`config.mk`:
```
export PLATFORM = sky130hd
export DESIGN_NAME = ula_muldiv_flat
export DESIGN_NICKNAME = d
export VERILOG_FILES = /design/src/rtl/ula_muldiv_if.sv /design/src/rtl/ula_muldiv.sv /design/src/flat_wrapper.sv
export SDC_FILE = /design/constraint.sdc
export NUM_CORES = 1
export LEC_CHECK = 0
export CAP_MARGIN = 20
export CORE_ASPECT_RATIO = 1.1
export CORE_MARGIN = 4
export CORE_UTILIZATION = 24
export DETAILED_ROUTE_END_ITERATION = 8
export HOLD_SLACK_MARGIN = 0.15
export SKIP_LAST_GASP = 1
export SLEW_MARGIN = 10
export SYNTH_ARGS = -nofsm -noshare
export SYNTH_HDL_FRONTEND = slang
export SYNTH_SLANG_ARGS = --single-unit
```
`constraint.sdc`:
```
create_clock -name clk -period 8.3 [get_ports clk]
set_clock_uncertainty 0.05 [all_clocks]
set_input_delay 1.245 -clock clk [delete_from_list [all_inputs] [get_ports clk]]
set_output_delay 1.245 -clock clk [all_outputs]
set_load 0.01 [all_outputs]
```
`src/rtl/ula_muldiv_if.sv`:
```
// Operand, opcode, handshake and result bundle between the control/execute stage and ula_muldiv.
interface ula_muldiv_if #(
    parameter int unsigned WIDTH = 32
);
    localparam int unsigned SHW = $clog2(WIDTH);

    logic [WIDTH-1:0] In1;
    logic [WIDTH-1:0] In2;
    logic [SHW-1:0]   shamt;
    logic [3:0]       OP;
    logic             start;
    logic [WIDTH-1:0] result;
    logic             Zero_flag;
    logic [WIDTH-1:0] hi;
    logic [WIDTH-1:0] lo;
    logic             busy;
    logic             done;
    logic             div_zero;

    // Issuing side: drives operands and start, observes results.
    modport master (
        output In1, In2, shamt, OP, start,
        input  result, Zero_flag, hi, lo, busy, done, div_zero
    );

    // ALU side: consumes operands, produces results.
    modport slave (
        input  In1, In2, shamt, OP, start,
        output result, Zero_flag, hi, lo, busy, done, div_zero
    );
endinterface

```
`src/rtl/ula_muldiv.sv`:
```
// Execute-stage ALU: single-cycle combinational ops plus an iterative
// radix-2 multiply/divide engine writing HI/LO with a start/busy/done handshake.
module ula_muldiv #(
    parameter int unsigned WIDTH = 32
) (
    input  logic        clk,
    input  logic        reset,
    ula_muldiv_if.slave bus
);
    localparam int unsigned SHW = $clog2(WIDTH);
    localparam int unsigned CW  = $clog2(WIDTH + 1);
    localparam int unsigned PW  = 2 * WIDTH;

    typedef enum logic [1:0] {
        IDLE = 2'd0,
        RUN  = 2'd1,
        FIN  = 2'd2
    } state_t;

    state_t           state;
    logic [CW-1:0]    cnt;
    logic             op_div;
    logic             neg_q;
    logic             neg_r;
    logic [WIDTH-1:0] opnd_b;
    logic [WIDTH-1:0] acc_hi;
    logic [WIDTH-1:0] acc_lo;
    logic [WIDTH-1:0] hi_q;
    logic [WIDTH-1:0] lo_q;
    logic             busy_q;
    logic             done_q;
    logic             dz_q;

    logic [SHW-1:0]   sa;
    logic [WIDTH-1:0] alu;

    logic             is_signed;
    logic             a_neg;
    logic             b_neg;
    logic [WIDTH-1:0] a_mag;
    logic [WIDTH-1:0] b_mag;

    logic [WIDTH-1:0] addend;
    logic [WIDTH:0]   sum;
    logic [WIDTH:0]   shifted;
    logic             ge;
    logic [WIDTH-1:0] step_hi;
    logic [WIDTH-1:0] step_lo;

    logic [PW-1:0]    prod_fix;
    logic [WIDTH-1:0] quo_fix;
    logic [WIDTH-1:0] rem_fix;
    logic [WIDTH-1:0] fin_hi;
    logic [WIDTH-1:0] fin_lo;

    // Single-cycle operations; shift amount is In1 low bits plus shamt, wrapping.
    always_comb begin
        sa  = bus.In1[SHW-1:0] + bus.shamt;
        alu = '0;
        case (bus.OP)
            4'b0000: alu = bus.In1 + bus.In2;
            4'b0001: alu = bus.In1 - bus.In2;
            4'b0010: alu = bus.In1 & bus.In2;
            4'b0011: alu = bus.In1 | bus.In2;
            4'b0100: alu = bus.In1 ^ bus.In2;
            4'b0101: alu = ~(bus.In1 | bus.In2);
            4'b0110: alu = WIDTH'($signed(bus.In1) < $signed(bus.In2));
            4'b0111: alu = WIDTH'(bus.In1 < bus.In2);
            4'b1000: alu = bus.In2 << sa;
            4'b1001: alu = bus.In2 >> sa;
            4'b1010: alu = $unsigned($signed(bus.In2) >>> sa);
            4'b1011: alu = {bus.In2[WIDTH/2-1:0], {(WIDTH/2){1'b0}}};
            default: alu = '0;
        endcase
    end

    assign bus.result    = alu;
    assign bus.Zero_flag = (alu == '0);

    // Operand magnitudes for launch; OP[0]=0 selects the signed variants.
    always_comb begin
        is_signed = ~bus.OP[0];
        a_neg     = is_signed & bus.In1[WIDTH-1];
        b_neg     = is_signed & bus.In2[WIDTH-1];
        a_mag     = a_neg ? -bus.In1 : bus.In1;
        b_mag     = b_neg ? -bus.In2 : bus.In2;
    end

    // One radix-2 step: shift-add multiply or restoring divide on {acc_hi, acc_lo}.
    always_comb begin
        addend  = acc_lo[0] ? opnd_b : '0;
        sum     = {1'b0, acc_hi} + {1'b0, addend};
        shifted = {acc_hi, acc_lo[WIDTH-1]};
        ge      = (shifted >= {1'b0, opnd_b});
        if (op_div) begin
            step_hi = ge ? WIDTH'(shifted - {1'b0, opnd_b}) : shifted[WIDTH-1:0];
            step_lo = {acc_lo[WIDTH-2:0], ge};
        end else begin
            step_hi = sum[WIDTH:1];
            step_lo = {sum[0], acc_lo[WIDTH-1:1]};
        end
    end

    // Sign correction applied to the last step's output as it is written to HI/LO.
    always_comb begin
        prod_fix = neg_q ? -{step_hi, step_lo} : {step_hi, step_lo};
        quo_fix  = neg_q ? -step_lo : step_lo;
        rem_fix  = neg_r ? -step_hi : step_hi;
        fin_hi   = op_div ? rem_fix : prod_fix[PW-1:WIDTH];
        fin_lo   = op_div ? quo_fix : prod_fix[WIDTH-1:0];
    end

    // Engine FSM: launch in IDLE, WIDTH steps in RUN, one-cycle done in FIN.
    always_ff @(posedge clk) begin
        if (reset) begin
            state  <= IDLE;
            cnt    <= '0;
            op_div <= 1'b0;
            neg_q  <= 1'b0;
            neg_r  <= 1'b0;
            opnd_b <= '0;
            acc_hi <= '0;
            acc_lo <= '0;
            hi_q   <= '0;
            lo_q   <= '0;
            busy_q <= 1'b0;
            done_q <= 1'b0;
            dz_q   <= 1'b0;
        end else begin
            done_q <= 1'b0;
            dz_q   <= 1'b0;
            case (state)
                IDLE: begin
                    if (bus.start && (bus.OP[3:2] == 2'b11)) begin
                        op_div <= bus.OP[1];
                        neg_q  <= a_neg ^ b_neg;
                        neg_r  <= a_neg;
                        if (bus.OP[1] && (bus.In2 == '0)) begin
                            // Division by zero: no iteration, dividend passes to HI.
                            hi_q   <= bus.In1;
                            lo_q   <= '1;
                            done_q <= 1'b1;
                            dz_q   <= 1'b1;
                            state  <= FIN;
                        end else begin
                            opnd_b <= bus.OP[1] ? b_mag : a_mag;
                            acc_hi <= '0;
                            acc_lo <= bus.OP[1] ? a_mag : b_mag;
                            cnt    <= CW'(WIDTH);
                            busy_q <= 1'b1;
                            state  <= RUN;
                        end
                    end
                end
                RUN: begin
                    acc_hi <= step_hi;
                    acc_lo <= step_lo;
                    cnt    <= cnt - 1'b1;
                    if (cnt == CW'(1)) begin
                        hi_q   <= fin_hi;
                        lo_q   <= fin_lo;
                        busy_q <= 1'b0;
                        done_q <= 1'b1;
                        state  <= FIN;
                    end
                end
                FIN: begin
                    state <= IDLE;
                end
                default: begin
                    state <= IDLE;
                end
            endcase
        end
    end

    assign bus.hi       = hi_q;
    assign bus.lo       = lo_q;
    assign bus.busy     = busy_q;
    assign bus.done     = done_q;
    assign bus.div_zero = dz_q;

endmodule

```
`src/flat_wrapper.sv`:
```
// flat-port wrapper written by rule: the top's interface ports become plain ports
module ula_muldiv_flat 
#(
    parameter int unsigned WIDTH = 32
)
  (clk, reset, bus_In1, bus_In2, bus_shamt, bus_OP, bus_start, bus_result, bus_Zero_flag, bus_hi, bus_lo, bus_busy, bus_done, bus_div_zero);
  ula_muldiv_if #(.WIDTH(WIDTH)) bus_i ();
  input  logic clk;
  input  logic reset;
  input wire logic [$bits(bus_i.In1)-1:0] bus_In1;
  input wire logic [$bits(bus_i.In2)-1:0] bus_In2;
  input wire logic [$bits(bus_i.shamt)-1:0] bus_shamt;
  input wire logic [$bits(bus_i.OP)-1:0] bus_OP;
  input wire logic [$bits(bus_i.start)-1:0] bus_start;
  output wire logic [$bits(bus_i.result)-1:0] bus_result;
  output wire logic [$bits(bus_i.Zero_flag)-1:0] bus_Zero_flag;
  output wire logic [$bits(bus_i.hi)-1:0] bus_hi;
  output wire logic [$bits(bus_i.lo)-1:0] bus_lo;
  output wire logic [$bits(bus_i.busy)-1:0] bus_busy;
  output wire logic [$bits(bus_i.done)-1:0] bus_done;
  output wire logic [$bits(bus_i.div_zero)-1:0] bus_div_zero;
  assign bus_i.In1 = bus_In1;
  assign bus_i.In2 = bus_In2;
  assign bus_i.shamt = bus_shamt;
  assign bus_i.OP = bus_OP;
  assign bus_i.start = bus_start;
  assign bus_result = bus_i.result;
  assign bus_Zero_flag = bus_i.Zero_flag;
  assign bus_hi = bus_i.hi;
  assign bus_lo = bus_i.lo;
  assign bus_busy = bus_i.busy;
  assign bus_done = bus_i.done;
  assign bus_div_zero = bus_i.div_zero;
  ula_muldiv #(.WIDTH(WIDTH)) u_core (.clk(clk), .reset(reset), .bus(bus_i));
endmodule
```
; ---- Yosys cells after proc, flatten, opt, wreduce, memory -nomap -nowiden
; Index checks and enable logic that the tools add are counted.
[totals]
regBits = 174
input_bits = 76
[classes]
addsub = 11
order_cmp = 3
n_eq_ne = 18
shift = 3
n_mux = 43
bitwise_logic = 10
reduce_logical = 14
[ops]
columns = cell, n
row1 = 32-bit 2-to-1 mux, 22
row2 = 32-bit one-hot mux with 12 select lines, 1
row3 = 32-bit one-hot mux with 2 select lines, 4
row4 = 32-bit negation, 4
row5 = 32-bit zero test, 2
row6 = 32-bit less-than comparator, 2
row7 = 64-bit 2-to-1 mux, 1
row8 = 64-bit negation, 1
row9 = 32-bit subtractor, 2
row10 = 32-bit by 32-bit adder with 33-bit output, 1
row11 = 33-bit by 32-bit >= comparator with 1-bit output, 1
row12 = 32-bit adder, 1
row13 = 32-bit AND, 1
row14 = 32-bit inverter, 1
row15 = 32-bit bitwise OR, 1
row16 = 32-bit by 5-bit << shifter with 32-bit output, 1
row17 = 32-bit by 5-bit >> shifter with 32-bit output, 1
row18 = 32-bit by 5-bit >>> shifter with 32-bit output, 1
row19 = 32-bit bitwise XOR, 1
row20 = 4-bit by 3-bit equality test with 1-bit output (second input constant), 4
row21 = 4-bit equality test (second input constant), 4
row22 = 6-bit 2-to-1 mux, 2
row23 = 6-bit one-hot mux with 2 select lines, 1
row24 = 4-bit by 2-bit equality test with 1-bit output (second input constant), 2
row25 = 23 further kinds, 40

; ---- Longest topological paths before layout
[logic_depth]
depth_word = 8
ltp_mapped = 21
ltp_nobuf = 20

; ---- Worst setup path after synthesis
; Ideal clock, no wire load.
[synth_timing]
path_kind = input -> output
start = input port bus_shamt[0]
end = output port bus_Zero_flag
arrival_time_ns = 5.659
required_time_ns = 7.005
slack_ns = 1.346
cell_stages = 17
cell_sequence = ha_1 > fa_1 > buf_2 > buf_1 > clkbuf_1 > buf_2 > mux2i_1 > nand2_1 > a32o_1 > nand2_1 > o2111ai_1 > or4b_2 > nor4_1 > and4b_1 > nand4b_1 > or4_1 > nor4_2
[synth_via]
elab_chain_cells = 4
word_cells_on_any_way = 6
[synth_lines]
columns = element, line_no
row1 = "start, declared", flat_wrapper.sv:12  ; input wire logic [$bits(bus_i.shamt)-1:0] bus_shamt;
row2 = 5-bit adder (*), ula_muldiv.sv:58  ; sa = bus.In1[SHW-1:0] + bus.shamt;
row3 = "32-bit by 5-bit >>> shifter with 32-bit output, or another cell as far along", ula_muldiv.sv:71  ; 4'b1010: alu = $unsigned($signed(bus.In2) >>> sa);
row4 = 32-bit one-hot mux with 12 select lines (*), ula_muldiv.sv:60  ; case (bus.OP)
row5 = net bus_result[8], flat_wrapper.sv:15  ; output wire logic [$bits(bus_i.result)-1:0] bus_result;
row6 = 32-bit zero test (*), ula_muldiv.sv:78  ; assign bus.Zero_flag = (alu == '0);
row7 = "end, declared", flat_wrapper.sv:16  ; output wire logic [$bits(bus_i.Zero_flag)-1:0] bus_Zero_flag;
; The timed path passes the listed nets; every way through them passes the cells marked *.

; ---- Final worst setup path
[layout_timing]
start = input port bus_In1[3]
end = output port bus_Zero_flag
[layout_via]
elab_chain_cells = 4
word_cells_on_any_way = 14
[layout_lines]
columns = element, line_no
row1 = "start, declared", flat_wrapper.sv:10  ; input wire logic [$bits(bus_i.In1)-1:0] bus_In1;
row2 = 5-bit adder or 32-bit bitwise OR (tied branches), "ula_muldiv.sv:58, ula_muldiv.sv:64, ula_muldiv.sv:66"
row3 = "32-bit by 5-bit >>> shifter with 32-bit output, or another cell as far along", ula_muldiv.sv:71
row4 = 32-bit one-hot mux with 12 select lines (*), ula_muldiv.sv:60
row5 = 32-bit zero test (*), ula_muldiv.sv:78
; Mark *: on every way between the ends. The rest lies on a longest branch, timed or not.

==> metrics.txt <==
final hold viol count=0; post-DP HPWL=107000 um; first-pass GRT wire length=~190000 um; Leakage=between 10 and 15 nW; max_slew headroom=roughly 28%; synth top area cells=dfxtp_1 (14%), ha_1 (8.7%), a21oi_1 (6.6%); yosys warns=0; ANT nets after route=0; Worst Tran Pin Value=1.08 ns; clk buf depth=2; vias per cell=5.72; Post-synth top flop=dfxtp_1; combinational power share=56.4%; number of top-level pins=176; register area share after synthesis=between 10 and 15%; post-route setup slack=around 0.28 ns; CTS Hold Buffers Added=0; fraction of registers with async set/reset=0%; vias in the first global route=between 20000 and 30000; Design Power=4.15 mW; Clock Tree Root=clkbuf_16; DRT Pass-1 Iters=7; most frequent cells in the layout=nor2_1 (383), nand2_1 (341), a21oi_1 (325), buf_4 (317), o21ai_0 (227); sequential power share=between 20% and 30%; CTS Buf Count=17; Switching Fraction=between 40 and 50%; Max stage delay on crit path=between 0.6 and 0.7 ns; Power Density=roughly 140 nW/um^2; Net Sw Power=1.95 mW; core area=101000 um^2; crit path DAT=roughly 6.7 ns; Placer Congestion=1.04; max_cap viols=0; HP Class=reg2reg; Worst-path clk slew=around 0.080 ns; Int Pwr=roughly 2.2 mW; Gate Count Post-Synth=roughly 3500; Die Ht=about 340 um; WL final=roughly 130000 um; Max VDD drop=0.000140 V; Cell Rows=around 120; CP cell instances=clkdlybuf4s50_1 > inv_1 > ha_1 > inv_1 > o21bai_1 > o22ai_1 > o21ai_0 > o221a_2 > o221ai_1 > or4_1 > or4_1 > nor4_2 > buf_4 > and4b_1 > nand4b_1 > or4_1 > nor4_4 > dlygate4sd2_1; IO buf count=roughly 180; post-synth top area cell=dfxtp_1; # setup viols final=0; Critical Path Fanout Max=5; GRT Util Overall=approximately a quarter; Yosys top cell area share=around 14%; Final Net Count=about 4000; Syn Nets=3756; initial antenna violation count=5; Area Overhead vs Synth=23.3%; outcome=completed; Mapped Avg Cell Area=approximately 7 um^2; layout cells sized above 1=between 10 and 15%; startpoint type of the worst setup path=input pin; flop and latch count out of synthesis=174; die area=between 100000 and 150000 um^2; H-tree lvl count=4; Critical Path Most Common Cell=or4_1; pre-CTS setup slack=-0.290 ns; RSZ-0062 raised after global routing=false; Synth Cell Area=roughly 25000 um^2; clk_lat worst skew=approximately 0.47 ns; DP Area=29600 um^2; CTS tree=yes; pin count of the biggest net entering global routing=96; Finished Cell Area=about 30000 um^2; clock network fraction of design power=a little over a fifth; average wire per standard cell=around 26 um; EDFF count, synth=0; min Tclk post-route=~8 ns; Crit Path Class=in2out; Critical-path top delay cell=clkdlybuf4s50_1; number of DRC markers in iteration 0=around 3500; clk sinks=between 150 and 200; vias=29390; number of distinct library cells after synthesis=88; Hold WS=a little over 0.4 ns; Initial Util=24.3%; die width=around 310 um; Final Max Tran Viols=0; most common cell after layout, fill and taps aside=nor2_1; CP required=approximately 7.0 ns; drc violations=0; GRT overflow=0; period utilization=a little over nine tenths; fmax=125 MHz; Setup crit end kind=output pin
[kinds of logic after synthesis]
family / synth area share [%]
muxes: 9.55
AOI/OAI and AO/OA: 31.6
xor gates and xnor gates: 6.66
buffers and inverters: 6.84
adders and majority gates: 9.07
DFF: 14.2
and+or+nand+nor: 22.1
[power by group through the flow]
| stage | Clock [mW] | Combinational, mW | Sequential, mW |
|---|---|---|---|
| CTS | 0.915 | 2.29 | 0.902 |
| finish | 0.905 | 2.34 | 0.903 |
| global route | 0.943 | 2.47 | 0.908 |
| floorplan | 0 | 1.24 | 0.917 |
| global placement | 0 | 2.28 | 0.921 |
| detailed placement | 0 | 2.27 | 0.922 |
[critical path: cells and delay by family]
kind	cells	cell delay (ns)
buffers and inverters	5	1.40
AOI/OAI and AO/OA	5	1.10
adders and majority gates	1	0.42
and+or+nand+nor	7	2.55
[state kept, by name (all words and copies together) (netlist names)]
register	cells
u_core.bus.done	1
u_core.state	2
u_core.acc_lo	32
u_core.neg_q	1
u_core.bus.hi	32
u_core.cnt	6
u_core.neg_r	1
u_core.bus.busy	1
u_core.op_div	1
u_core.opnd_b	32
u_core.acc_hi	32
u_core.bus.div_zero	1
u_core.bus.lo	32
[synthesized netlist by cell type, drive strengths merged, types with 30 or more instances]
| cell type | count |
|---|---|
| a21oi | 325 |
| a211oi | 69 |
| buf | 62 |
| and2 | 50 |
| o21ai | 233 |
| xor2 | 52 |
| dfxtp | 174 |
| a21o | 46 |
| nor2 | 386 |
| o211ai | 61 |
| mux2i | 128 |
| a22oi | 41 |
| a221oi | 34 |
| nor3 | 90 |
| inv | 161 |
| xnor2 | 132 |
| clkbuf | 202 |
| a31oi | 56 |
| ha | 170 |
| o22ai | 32 |
| nor4 | 38 |
| nand3 | 79 |
| nand4 | 42 |
| mux4 | 32 |
| o31ai | 33 |
| mux2 | 30 |
| nand2 | 341 |
[final timing paths]
check               startpoint                end  slack, ns  depth (start not counted)
max                 bus_In1[3]      bus_Zero_flag       0.28                         18
min           u_core.bus.hi[0]   u_core.bus.hi[0]       0.41                          2
max reg2reg  u_core.opnd_b[18]  u_core.bus.hi[20]       1.75                         16
min reg2reg   u_core.bus.hi[0]   u_core.bus.hi[0]       0.41                          2
[what timing repair did]
| action | 4_1_cts | 5_1_grt |
|---|---|---|
| gates resized for setup | 5 | 0 |
| setup buffers | 2 | 0 |
| endpoints found under the setup margin | 1 | 0 |
| endpoints found under the hold margin | 0 | 0 |
[metal layers]
metal,vias up,share of wire (%),wire [um],track usage (%)
met3,260,7.2,9530,3.19
met1,14209,42,55000,30.4
met4,2,5.7,7540,11.5
met5,-,0.0098,13,0
met2,1424,46,60300,38.8
li1,13495,-,-,-
[metrics by stage]
| step | util [%] | instances | TNS, ns |
|---|---|---|---|
| finish | 30.0 | 5138 | 0 |
| global route | 29.9 | 5134 | 0 |
| CTS | 29.9 | 5134 | 0 |
| detailed placement | 29.3 | 5100 | -0.290 |
| global placement | 29.3 | 5100 | -0.309 |
| floorplan | - | 3505 | 0 |
[layout make-up]
class | instances | area, um^2
multi-input cells | 2902 | 19600
inverters | 165 | 619
well taps | 1364 | 1710
clock inverters | 15 | 220
fillers | 11214 | 70800
clock buffers | 17 | 425
repair buffers | 497 | 4250
diodes | 4 | 10.0
flip-flops and latches | 174 | 3490
No activity file was read; power rests on OpenSTA's default activity.
